### src/rtl/pipe_pkg.sv
// pipe_pkg: shared state encoding, control bundle and defaults for the pipeline sequencer
package pipe_pkg;

    typedef enum logic [1:0] {
        RUN   = 2'd0,
        DWAIT = 2'd1,
        ERR   = 2'd2
    } pipe_state_e;

    typedef struct packed {
        logic en_F;
        logic en_D;
        logic en_E;
        logic en_M;
        logic en_W;
        logic clr_D;
        logic clr_E;
        logic clr_W;
    } pipe_ctrl_t;

    localparam int DWAIT_MAX_DEF = 255;
    localparam int CNT_W_DEF     = 16;

endpackage

### src/rtl/pipe_wdog.sv
// pipe_wdog: counts consecutive data-memory wait cycles and flags the timeout limit
module pipe_wdog
    import pipe_pkg::*;
#(
    parameter int DWAIT_MAX = DWAIT_MAX_DEF,
    parameter int CNT_W     = CNT_W_DEF
) (
    input  logic clk,
    input  logic rst_n,
    input  logic cnt_en_i,
    output logic expire_o
);

    logic [CNT_W-1:0] cnt_q, cnt_d;

    // Saturating count of consecutive wait cycles, cleared as soon as the wait ends
    always_comb cnt_d = !cnt_en_i ? '0 : (&cnt_q) ? cnt_q : cnt_q + CNT_W'(1);

    // Counter register
    always_ff @(posedge clk) begin
        if (!rst_n) cnt_q <= '0;
        else        cnt_q <= cnt_d;
    end

    // A >= compare keeps DWAIT_MAX=1 reachable once the FSM is in DWAIT
    assign expire_o = cnt_en_i && (cnt_q >= CNT_W'(DWAIT_MAX - 1));

endmodule

### src/rtl/pipe_ctrl.sv
// pipe_ctrl: pipeline enable/clear sequencer with wrong-path kill and d-mem watchdog; PIPE_CTRL_PERF_EN adds stall counters
module pipe_ctrl
    import pipe_pkg::*;
#(
    parameter int DWAIT_MAX = DWAIT_MAX_DEF,
    parameter int CNT_W     = CNT_W_DEF
) (
    input  logic clk,
    input  logic rst_n,
    input  logic hz_stallF,
    input  logic hz_stallD,
    input  logic hz_flushD,
    input  logic hz_flushE,
    input  logic br_en_E,
    input  logic imem_valid,
    input  logic dmem_req_M,
    input  logic dmem_ack,
    output logic en_F,
    output logic en_D,
    output logic en_E,
    output logic en_M,
    output logic en_W,
    output logic clr_D,
    output logic clr_E,
    output logic clr_W,
    output logic halted,
`ifdef PIPE_CTRL_PERF_EN
    output logic [CNT_W-1:0] perf_dstall,
    output logic [CNT_W-1:0] perf_istall,
    output logic [CNT_W-1:0] perf_hstall,
`endif
    output logic timeout_err
);

    pipe_state_e state_q, state_d;
    logic        kill_q, kill_d, tmo_q, tmo_d;
    logic        dwait, err, expire, live, consume, set_kill;
    pipe_ctrl_t  ctl;

    assign dwait = dmem_req_M & ~dmem_ack;
    assign err   = state_q == ERR;
    // Hazard-driven decisions only matter when neither halted nor frozen on d-mem
    assign live  = ~err & ~dwait;
    // A valid fetch while a kill is pending is the wrong-path instruction: bubble it
    assign consume  = live & ~hz_stallD & kill_q & imem_valid;
    assign set_kill = live & br_en_E & (~imem_valid | kill_q);

    pipe_wdog #(
        .DWAIT_MAX (DWAIT_MAX),
        .CNT_W     (CNT_W)
    ) u_wdog (
        .clk      (clk),
        .rst_n    (rst_n),
        .cnt_en_i (dwait & ~err),
        .expire_o (expire)
    );

    // Priority-ordered enable/clear decision
    always_comb begin
        ctl = '{en_F: 1'b1, en_D: 1'b1, en_E: 1'b1, en_M: 1'b1, en_W: 1'b1,
                clr_D: 1'b0, clr_E: 1'b0, clr_W: 1'b0};
        if (err) begin
            ctl = '0;
        end else if (dwait) begin
            ctl       = '0;
            ctl.en_W  = 1'b1;
            ctl.clr_W = 1'b1;
        end else if (hz_stallD) begin
            ctl.en_F  = ~(hz_stallF | hz_stallD);
            ctl.en_D  = 1'b0;
            ctl.clr_E = 1'b1;
            ctl.clr_D = hz_flushD;
        end else if (hz_flushD | hz_flushE) begin
            ctl.clr_D = hz_flushD;
            ctl.clr_E = hz_flushE;
        end else if (!imem_valid) begin
            ctl.en_F  = 1'b0;
            ctl.clr_D = 1'b1;
        end
        ctl.clr_D = ctl.clr_D | consume;
    end

    assign {en_F, en_D, en_E, en_M, en_W, clr_D, clr_E, clr_W} = ctl;
    assign halted      = err;
    assign timeout_err = tmo_q;

    // FSM, sticky timeout and kill tracker next state
    always_comb begin
        state_d = state_q;
        tmo_d   = tmo_q;
        if (state_q == RUN && dwait) begin
            state_d = DWAIT;
        end else if (state_q == DWAIT && expire) begin
            state_d = ERR;
            tmo_d   = 1'b1;
        end else if (state_q == DWAIT && !dwait) begin
            state_d = RUN;
        end
        kill_d = set_kill ? 1'b1 : consume ? 1'b0 : kill_q;
    end

    // Control state registers
    always_ff @(posedge clk) begin
        if (!rst_n) begin
            state_q <= RUN;
            kill_q  <= 1'b0;
            tmo_q   <= 1'b0;
        end else begin
            state_q <= state_d;
            kill_q  <= kill_d;
            tmo_q   <= tmo_d;
        end
    end

`ifdef PIPE_CTRL_PERF_EN
    logic [CNT_W-1:0] pd_q, pi_q, ph_q;
    logic             inc_d, inc_i, inc_h;

    assign inc_d = ~err & dwait;
    assign inc_i = live & ~hz_stallD & ~hz_flushD & ~hz_flushE & ~imem_valid;
    assign inc_h = live & hz_stallD;

    // Saturating stall counters; all increment enables are low in ERR
    always_ff @(posedge clk) begin
        if (!rst_n) begin
            pd_q <= '0;
            pi_q <= '0;
            ph_q <= '0;
        end else begin
            if (inc_d && !(&pd_q)) pd_q <= pd_q + CNT_W'(1);
            if (inc_i && !(&pi_q)) pi_q <= pi_q + CNT_W'(1);
            if (inc_h && !(&ph_q)) ph_q <= ph_q + CNT_W'(1);
        end
    end

    assign perf_dstall = pd_q;
    assign perf_istall = pi_q;
    assign perf_hstall = ph_q;
`endif

endmodule

### config.mk
export PLATFORM = sky130hd
export DESIGN_NAME = pipe_ctrl
export DESIGN_NICKNAME = d
export VERILOG_FILES = /design/src/rtl/pipe_pkg.sv /design/src/rtl/pipe_wdog.sv /design/src/rtl/pipe_ctrl.sv
export SDC_FILE = /design/constraint.sdc
export NUM_CORES = 1
export LEC_CHECK = 0
export BUFFER_PORTS_ARGS = -buffer_cell sky130_fd_sc_hd__buf_2
export CELL_PAD_IN_SITES_DETAIL_PLACEMENT = 1
export CELL_PAD_IN_SITES_GLOBAL_PLACEMENT = 1
export CORE_UTILIZATION = 42
export CTS_BUF_LIST = sky130_fd_sc_hd__clkbuf_2 sky130_fd_sc_hd__clkbuf_4 sky130_fd_sc_hd__clkbuf_8
export CTS_CLUSTER_DIAMETER = 120
export DETAILED_ROUTE_END_ITERATION = 6
export GPL_ROUTABILITY_DRIVEN = 0
export PLACE_DENSITY = 0.87
export SLEW_MARGIN = 20
export SYNTH_ARGS = -nofsm -noshare
export SYNTH_HDL_FRONTEND = slang
export SYNTH_SLANG_ARGS = --single-unit
### constraint.sdc
create_clock -name clk -period 2.2 [get_ports clk]
set_input_delay 0.11 -clock clk [delete_from_list [all_inputs] [get_ports clk]]
set_output_delay 0.11 -clock clk [all_outputs]
set_load 0.01 [all_outputs]
==> results of run 1 <==
==> sequential cells by signal, summed over array words and instances (netlist names) <==
| register | flops |
|---|---|
| kill_q | 1 |
| state_q | 2 |
| u_wdog.cnt_q | 16 |
| timeout_err | 1 |
==> layout by cell type, fill, tap and decap left out, types with 2 or more instances in the layout <==
| cell | count |
|---|---|
| sky130_fd_sc_hd__nor4_1 | 4 |
| sky130_fd_sc_hd__or2b_1 | 5 |
| sky130_fd_sc_hd__inv_1 | 5 |
| sky130_fd_sc_hd__ha_1 | 2 |
| sky130_fd_sc_hd__nand3_1 | 8 |
| sky130_fd_sc_hd__dfxtp_1 | 20 |
| sky130_fd_sc_hd__buf_2 | 18 |
| sky130_fd_sc_hd__a32o_1 | 2 |
| sky130_fd_sc_hd__a211oi_1 | 3 |
| sky130_fd_sc_hd__nand4_1 | 3 |
| sky130_fd_sc_hd__mux2i_1 | 8 |
| sky130_fd_sc_hd__nand2_1 | 16 |
| sky130_fd_sc_hd__buf_4 | 3 |
| sky130_fd_sc_hd__nand2b_1 | 4 |
| sky130_fd_sc_hd__and3_1 | 2 |
| sky130_fd_sc_hd__nor3_1 | 5 |
| sky130_fd_sc_hd__o211ai_1 | 2 |
| sky130_fd_sc_hd__clkbuf_4 | 3 |
| sky130_fd_sc_hd__nor2_1 | 11 |
| sky130_fd_sc_hd__o21ai_0 | 2 |
| sky130_fd_sc_hd__a31oi_1 | 4 |
| sky130_fd_sc_hd__a21oi_1 | 12 |
==> metal layers <==
layer,GRT usage [%],up-vias
met1,28.38,517
met2,38.27,11
met3,4.802,6
met4,10.53,0
li1,-,546
met5,0,-
==> worst max-delay path by stage <==
stage | from | endpoint
floorplan | u_wdog.cnt_q[1] | u_wdog.cnt_q[3]
global placement | u_wdog.cnt_q[1] | u_wdog.cnt_q[3]
detailed placement | u_wdog.cnt_q[1] | u_wdog.cnt_q[14]
CTS | u_wdog.cnt_q[1] | u_wdog.cnt_q[14]
global route | u_wdog.cnt_q[1] | u_wdog.cnt_q[14]
finish | u_wdog.cnt_q[1] | u_wdog.cnt_q[14]
==> critical path, stage by stage, from the launching register on <==
cell and delay (ns):
sky130_fd_sc_hd__dfxtp_1 0.44, sky130_fd_sc_hd__ha_1 0.24, sky130_fd_sc_hd__nand2_1 0.17, sky130_fd_sc_hd__nor4_4 0.51, sky130_fd_sc_hd__buf_4 0.25, sky130_fd_sc_hd__a21oi_1 0.07
sky130_fd_sc_hd__a211oi_1 0.20
==> power groups by stage <==
stage          combinational [mW]  sequential, mW  clock (mW)
2_1_floorplan              0.0306           0.375           0
3_3_place_gp               0.0497           0.375           0
3_5_place_dp               0.0525           0.376           0
4_1_cts                    0.0529           0.367       0.223
5_1_grt                    0.0585           0.368       0.227
6_report                   0.0525           0.367       0.218
==> final cells by class <==
class | instances | share of cell area [%]
flip-flops and latches | 20 | 31.25
multi-input cells | 107 | 52.73
well taps | 30 | 2.930
clock buffers | 4 | 2.832
repair buffers | 21 | 8.789
inverters | 5 | 1.465
==> logic make-up (layout without fill, tap and decap cells) <==
| group | after synthesis | count (layout) | share of synthesized area, % |
|---|---|---|---|
| and+or+nand+nor | 66 | 66 | 32.59 |
| muxes | 8 | 8 | 7.096 |
| AOI/OAI and AO/OA | 31 | 31 | 17.96 |
| buffers and inverters | 9 | 30 | 4.656 |
| DFF | 20 | 20 | 35.48 |
| adders and majority gates | 2 | 2 | 2.217 |
==> cell usage after synthesis (2+ instances only) <==
master	number	area, µm²
sky130_fd_sc_hd__dfxtp_1	20	400.4
sky130_fd_sc_hd__nand2_1	16	60.06
sky130_fd_sc_hd__a21oi_1	12	60.06
sky130_fd_sc_hd__nor2_1	11	41.29
sky130_fd_sc_hd__mux2i_1	8	80.08
sky130_fd_sc_hd__nand3_1	8	40.04
sky130_fd_sc_hd__inv_1	5	18.77
sky130_fd_sc_hd__nor3_1	5	25.02
sky130_fd_sc_hd__or2b_1	5	37.54
sky130_fd_sc_hd__a31oi_1	4	25.02
sky130_fd_sc_hd__nand2b_1	4	25.02
sky130_fd_sc_hd__nor4_1	4	25.02
sky130_fd_sc_hd__a211oi_1	3	22.52
sky130_fd_sc_hd__nand4_1	3	18.77
sky130_fd_sc_hd__a32o_1	2	20.02
sky130_fd_sc_hd__and3_1	2	12.51
sky130_fd_sc_hd__buf_4	2	15.01
sky130_fd_sc_hd__ha_1	2	25.02
sky130_fd_sc_hd__o211ai_1	2	15.01
sky130_fd_sc_hd__o21ai_0	2	10.01
==> impl_metrics.ini, run 1 <==
[worst_setup_path]
worst_r2r_endpoint = u_wdog.cnt_q[14]
worst_flop_to_flop_path_startpoint = u_wdog.cnt_q[1]
critical_path.endpoint_type = flip-flop
worstSetupPathType = flip-flop to flip-flop
worst_r2r_path_depth = 6
crit_arrival_ns = 2.20
worst-endpoint-required_ns = 2.43
startpoint_class_of_the_critical_path = flip-flop
setup.reg_to_reg.worst_slack_ns = 0.23
worstPathMaxFanout = 8

[sta]
max_freq_ghz = 0.5068
fin_tns_setup_ns = 0
maxSlewViolCount = 0
final.hold.worst_slack_ns = 0.02627
setup_viol = 0
max-slew-margin-rel_pct = 56.47
skew_ns = 0.002525
final_critical_path_setup_slack_ns = 0.2269
final_number_of_hold_violating_endpoints = 0
post-route-period-util_pct = 89.68
grt_setup_unrepaired = false
fin_crit_ns = 1.973
worst_pin_slew_ns = 0.6470

[worst_hold_path]
hold_path_startpoint = imem_valid
hold_path.class = primary input to flip-flop
worst_hold_path.endpoint = kill_q
hold_critical_path_depth = 2

[cells_and_area]
utilization_pct = 51.25
final_cell_area_um2 = 1281
area_growth_pct = 13.53
total_number_of_nets_in_the_final_design = 170
multiInputGateArea_um2 = 675.6
layout-drive-gt1-share_pct = 19.75
fill_cells = 329
seq_area_um2 = 400.4
antenna-diode-count = 0
layout.cells.non_filler = 187

[pwr]
cellInternalPower_mw = 0.4890
power_density_nw_per_um2 = 497.9
ir_worst_vdd_v = 0.0004268
clkPwrFrac_pct = 34.2
power_frac_seq_pct = 57.6
power.share.switching_pct = 23.35
power.net_switching_mw = 0.1489
total_leakage_power_nw = 0.4873
p_comb_share_pct = 8.2
totalPowerFinal_mw = 0.6379

[placement]
place.port_buffers = 18
numPlacedInstances = 183
detailed_placement_hpwl_um = 2184
post-place-ws_ns = 0.2630
dpl-instance-area_um2 = 1245

[route]
detail_route.first_pass.iterations = 5
wl_met2_um = 1448
routed-wl-met3_um = 54
route.detailed.wl_per_inst_um = 15.87
drtIter0Drc = 33
postRouteAntennaNets = 0
m1WireLength_um = 1423
routed_via_density = 5.775
drc = 0
dr_top_layer = met4
via_count = 1080
routed_wl_um = 2968

[clocking]
cts_root_buffer = sky130_fd_sc_hd__clkbuf_4
cts_tree = yes
ctsResizeCount = 0
cts.clk_slew.worst_paths_ns = 0.12
cts_max_level = 1
tritoncts_num_sinks = 20
clock_latency_ns = 0.30
numCtsBuffers = 3
clock_path_buffers = 2
postCtsSetupBuffers = 0
hold_buffers = 0

[global_routing]
grt.total_usage_pct = 23.10
gr-total-overflow = 0
first_global_vias = 1050
largest_net_degree_at_the_start_of_global_routing = 17
grt_pass1_wl_um = 4795
initial_antenna_violation_count = 0

[synthesis]
synth_cell_type_count = 36
synthesis.area_um2 = 1129
syn-mean-instance-area_um2 = 8.298
synth_sequential_area_ratio_pct = 35.48
syn-num-nets = 148
ys_ff_latch = 20
synthArstFlopShare_pct = 0
synth-main-ff-cell = sky130_fd_sc_hd__dfxtp_1
post_synth_edffs = 0
postSynthCellCount = 136
ys_warn_count = 0

[flow_run]
cap_viol_max_count = 0

[floorplanning]
die_span_y_um = 53.84
coreArea_um2 = 2500
floorplan.initialDensity_pct = 45.15
die-width_um = 53.84
dieArea_um2 = 2898
top_level_ports = 20
placement_rows = 18

[run_status]
status = finished clean
Power figures use the tool's default switching activity.
==> inputs of run 2 (changes only) <==
--- a/config.mk
+++ b/config.mk
@@ -15,5 +15,4 @@
 export GPL_ROUTABILITY_DRIVEN = 0
 export PLACE_DENSITY = 0.87
-export SLEW_MARGIN = 20
 export SYNTH_ARGS = -nofsm -noshare
 export SYNTH_HDL_FRONTEND = slang
==> constraint.sdc (replaced) <==
create_clock -name clk -period 2.2 [get_ports clk]
set_input_delay 0.22 -clock clk [delete_from_list [all_inputs] [get_ports clk]]
set_output_delay 0.22 -clock clk [all_outputs]
set_load 0.01 [all_outputs]
==> run 2 against run 1 <==
Effect of this change: critical path depth unchanged; clock-buffer cell count unchanged; setup slack better by 0.087 ns; cell count did not move; fmax rose by 4.6%; global-route usage shrank 0.40 points; combinational power is 2% higher; core utilization is the same; first-iteration DRC count decreased by 67%; sequential share of layout area unchanged; total power rose by 1.1%; register-to-register slack better by 0.09 ns; largest power group unchanged.
==> impl_metrics.ini, run 2 (synthesis gave the netlist of run 1 again) <==
[run_status]
status = finished clean

[sta]
fin_tns_setup_ns = 0
setup_viol = 0
fin_crit_ns = 1.886
skew_ns = 0.01055
final_number_of_hold_violating_endpoints = 0
post-route-period-util_pct = 85.71
maxSlewViolCount = 0
grt_setup_unrepaired = false
final.hold.worst_slack_ns = 0.1301
max-slew-margin-rel_pct = 59.34
max_freq_ghz = 0.5303
worst_pin_slew_ns = 0.6044

[global_routing]
initial_antenna_violation_count = 0
grt_pass1_wl_um = 4664
gr-total-overflow = 0
largest_net_degree_at_the_start_of_global_routing = 17
first_global_vias = 1046
grt.total_usage_pct = 22.71

[route]
routed-wl-met3_um = 56
wl_met2_um = 1446
dr_top_layer = met4
via_count = 1091
drtIter0Drc = 11
detail_route.first_pass.iterations = 4
routed_wl_um = 2972
drc = 0
postRouteAntennaNets = 0
route.detailed.wl_per_inst_um = 15.89
m1WireLength_um = 1399
routed_via_density = 5.834

[clocking]
numCtsBuffers = 3
cts_root_buffer = sky130_fd_sc_hd__clkbuf_4
tritoncts_num_sinks = 20
hold_buffers = 0
ctsResizeCount = 0
clock_latency_ns = 0.31
clock_path_buffers = 2
postCtsSetupBuffers = 0
cts.clk_slew.worst_paths_ns = 0.13
cts_max_level = 1
cts_tree = yes

[worst_setup_path]
critical_path.endpoint_type = flip-flop
worst_flop_to_flop_path_startpoint = u_wdog.cnt_q[1]
crit_arrival_ns = 2.11
worstPathMaxFanout = 8
startpoint_class_of_the_critical_path = flip-flop
crit_path_start = u_wdog.cnt_q[1]
worstSetupPathType = flip-flop to flip-flop
worst-endpoint-required_ns = 2.43

[placement]
detailed_placement_hpwl_um = 2171
dpl-instance-area_um2 = 1245
place.port_buffers = 18

[cells_and_area]
final_cell_area_um2 = 1281
reg.largest.list = u_wdog.cnt_q: 16 flops, state_q: 2 flops
total_number_of_nets_in_the_final_design = 170
area_growth_pct = 13.53
largest_register_ffs = 16
largest-register = u_wdog.cnt_q
most_common_cell_after_layout_fill_and_taps_aside = sky130_fd_sc_hd__dfxtp_1
layout_common_cells = 20 x sky130_fd_sc_hd__dfxtp_1, 18 x sky130_fd_sc_hd__buf_2, 16 x sky130_fd_sc_hd__nand2_1, 12 x sky130_fd_sc_hd__a21oi_1, 11 x sky130_fd_sc_hd__nor2_1
antenna-diode-count = 0
layout-drive-gt1-share_pct = 19.75

[flow_run]
cap_viol_max_count = 0

[floorplanning]
floorplan.initialDensity_pct = 45.15
die-width_um = 53.84
die_span_y_um = 53.84
dieArea_um2 = 2898
placement_rows = 18
top_level_ports = 20
coreArea_um2 = 2500

[pwr]
total_leakage_power_nw = 0.4873
ir_worst_vdd_v = 0.0004141
power_density_nw_per_um2 = 503.5

[worst_hold_path]
hold_path_startpoint = imem_valid
hold_path.class = primary input to flip-flop
run 2: cell counts in the layout (fill, tap and decap cells not counted):
Identical to the previous run, type by type.
run 2: worst paths after layout:
check        depth (start not counted)  slack [ns]                to
max reg2reg                          6        0.31  u_wdog.cnt_q[14]
max                                  6        0.31  u_wdog.cnt_q[14]
min reg2reg                          1        0.50       timeout_err
min                                  2        0.13            kill_q
run 2: critical path: stages, from the launching register on:
cell,delay (ns)
sky130_fd_sc_hd__dfxtp_1,0.44
sky130_fd_sc_hd__ha_1,0.25
sky130_fd_sc_hd__nand2_1,0.17
sky130_fd_sc_hd__nor4_4,0.40
sky130_fd_sc_hd__buf_4,0.25
sky130_fd_sc_hd__a21oi_1,0.07
sky130_fd_sc_hd__a211oi_1,0.21
run 2: cell type report:
| cell class | count | area, µm² |
|---|---|---|
| Clock buffer | 4 | 36.28 |
| Sequential cell | 20 | 400.4 |
| Multi-Input combinational cell | 107 | 675.6 |
| Inverter | 5 | 18.77 |
| Fill cell | 317 | 1219 |
| Timing Repair Buffer | 21 | 112.6 |
| Tap cell | 30 | 37.54 |
run 2: routing by layer:
layer | track usage (%) | vias to the layer above
li1 | - | 545
met1 | 27.05 | 523
met5 | 0 | -
met2 | 39.30 | 15
met4 | 10.96 | 0
met3 | 3.390 | 8
run 2: metrics by stage:
stage / utilization [%] / std cells / setup slack [ns] / power [mW]
floorplan: - / 136 / 0.6017 / 0.4055
global placement: 49.80 / 183 / 0.3253 / 0.4250
detailed placement: 49.80 / 183 / 0.2432 / 0.4289
CTS: 51.25 / 187 / 0.1693 / 0.6492
global route: 51.25 / 187 / 0.1307 / 0.6719
finish: 51.25 / 187 / 0.3143 / 0.6451
run 2: report_power, final:
group	leakage (nW)	switching [mW]	internal, mW	total (mW)
Sequential	0.161	0.00267	0.365	0.367
Combinational	0.305	0.0302	0.0232	0.0534
Clock	0.0210	0.123	0.101	0.224
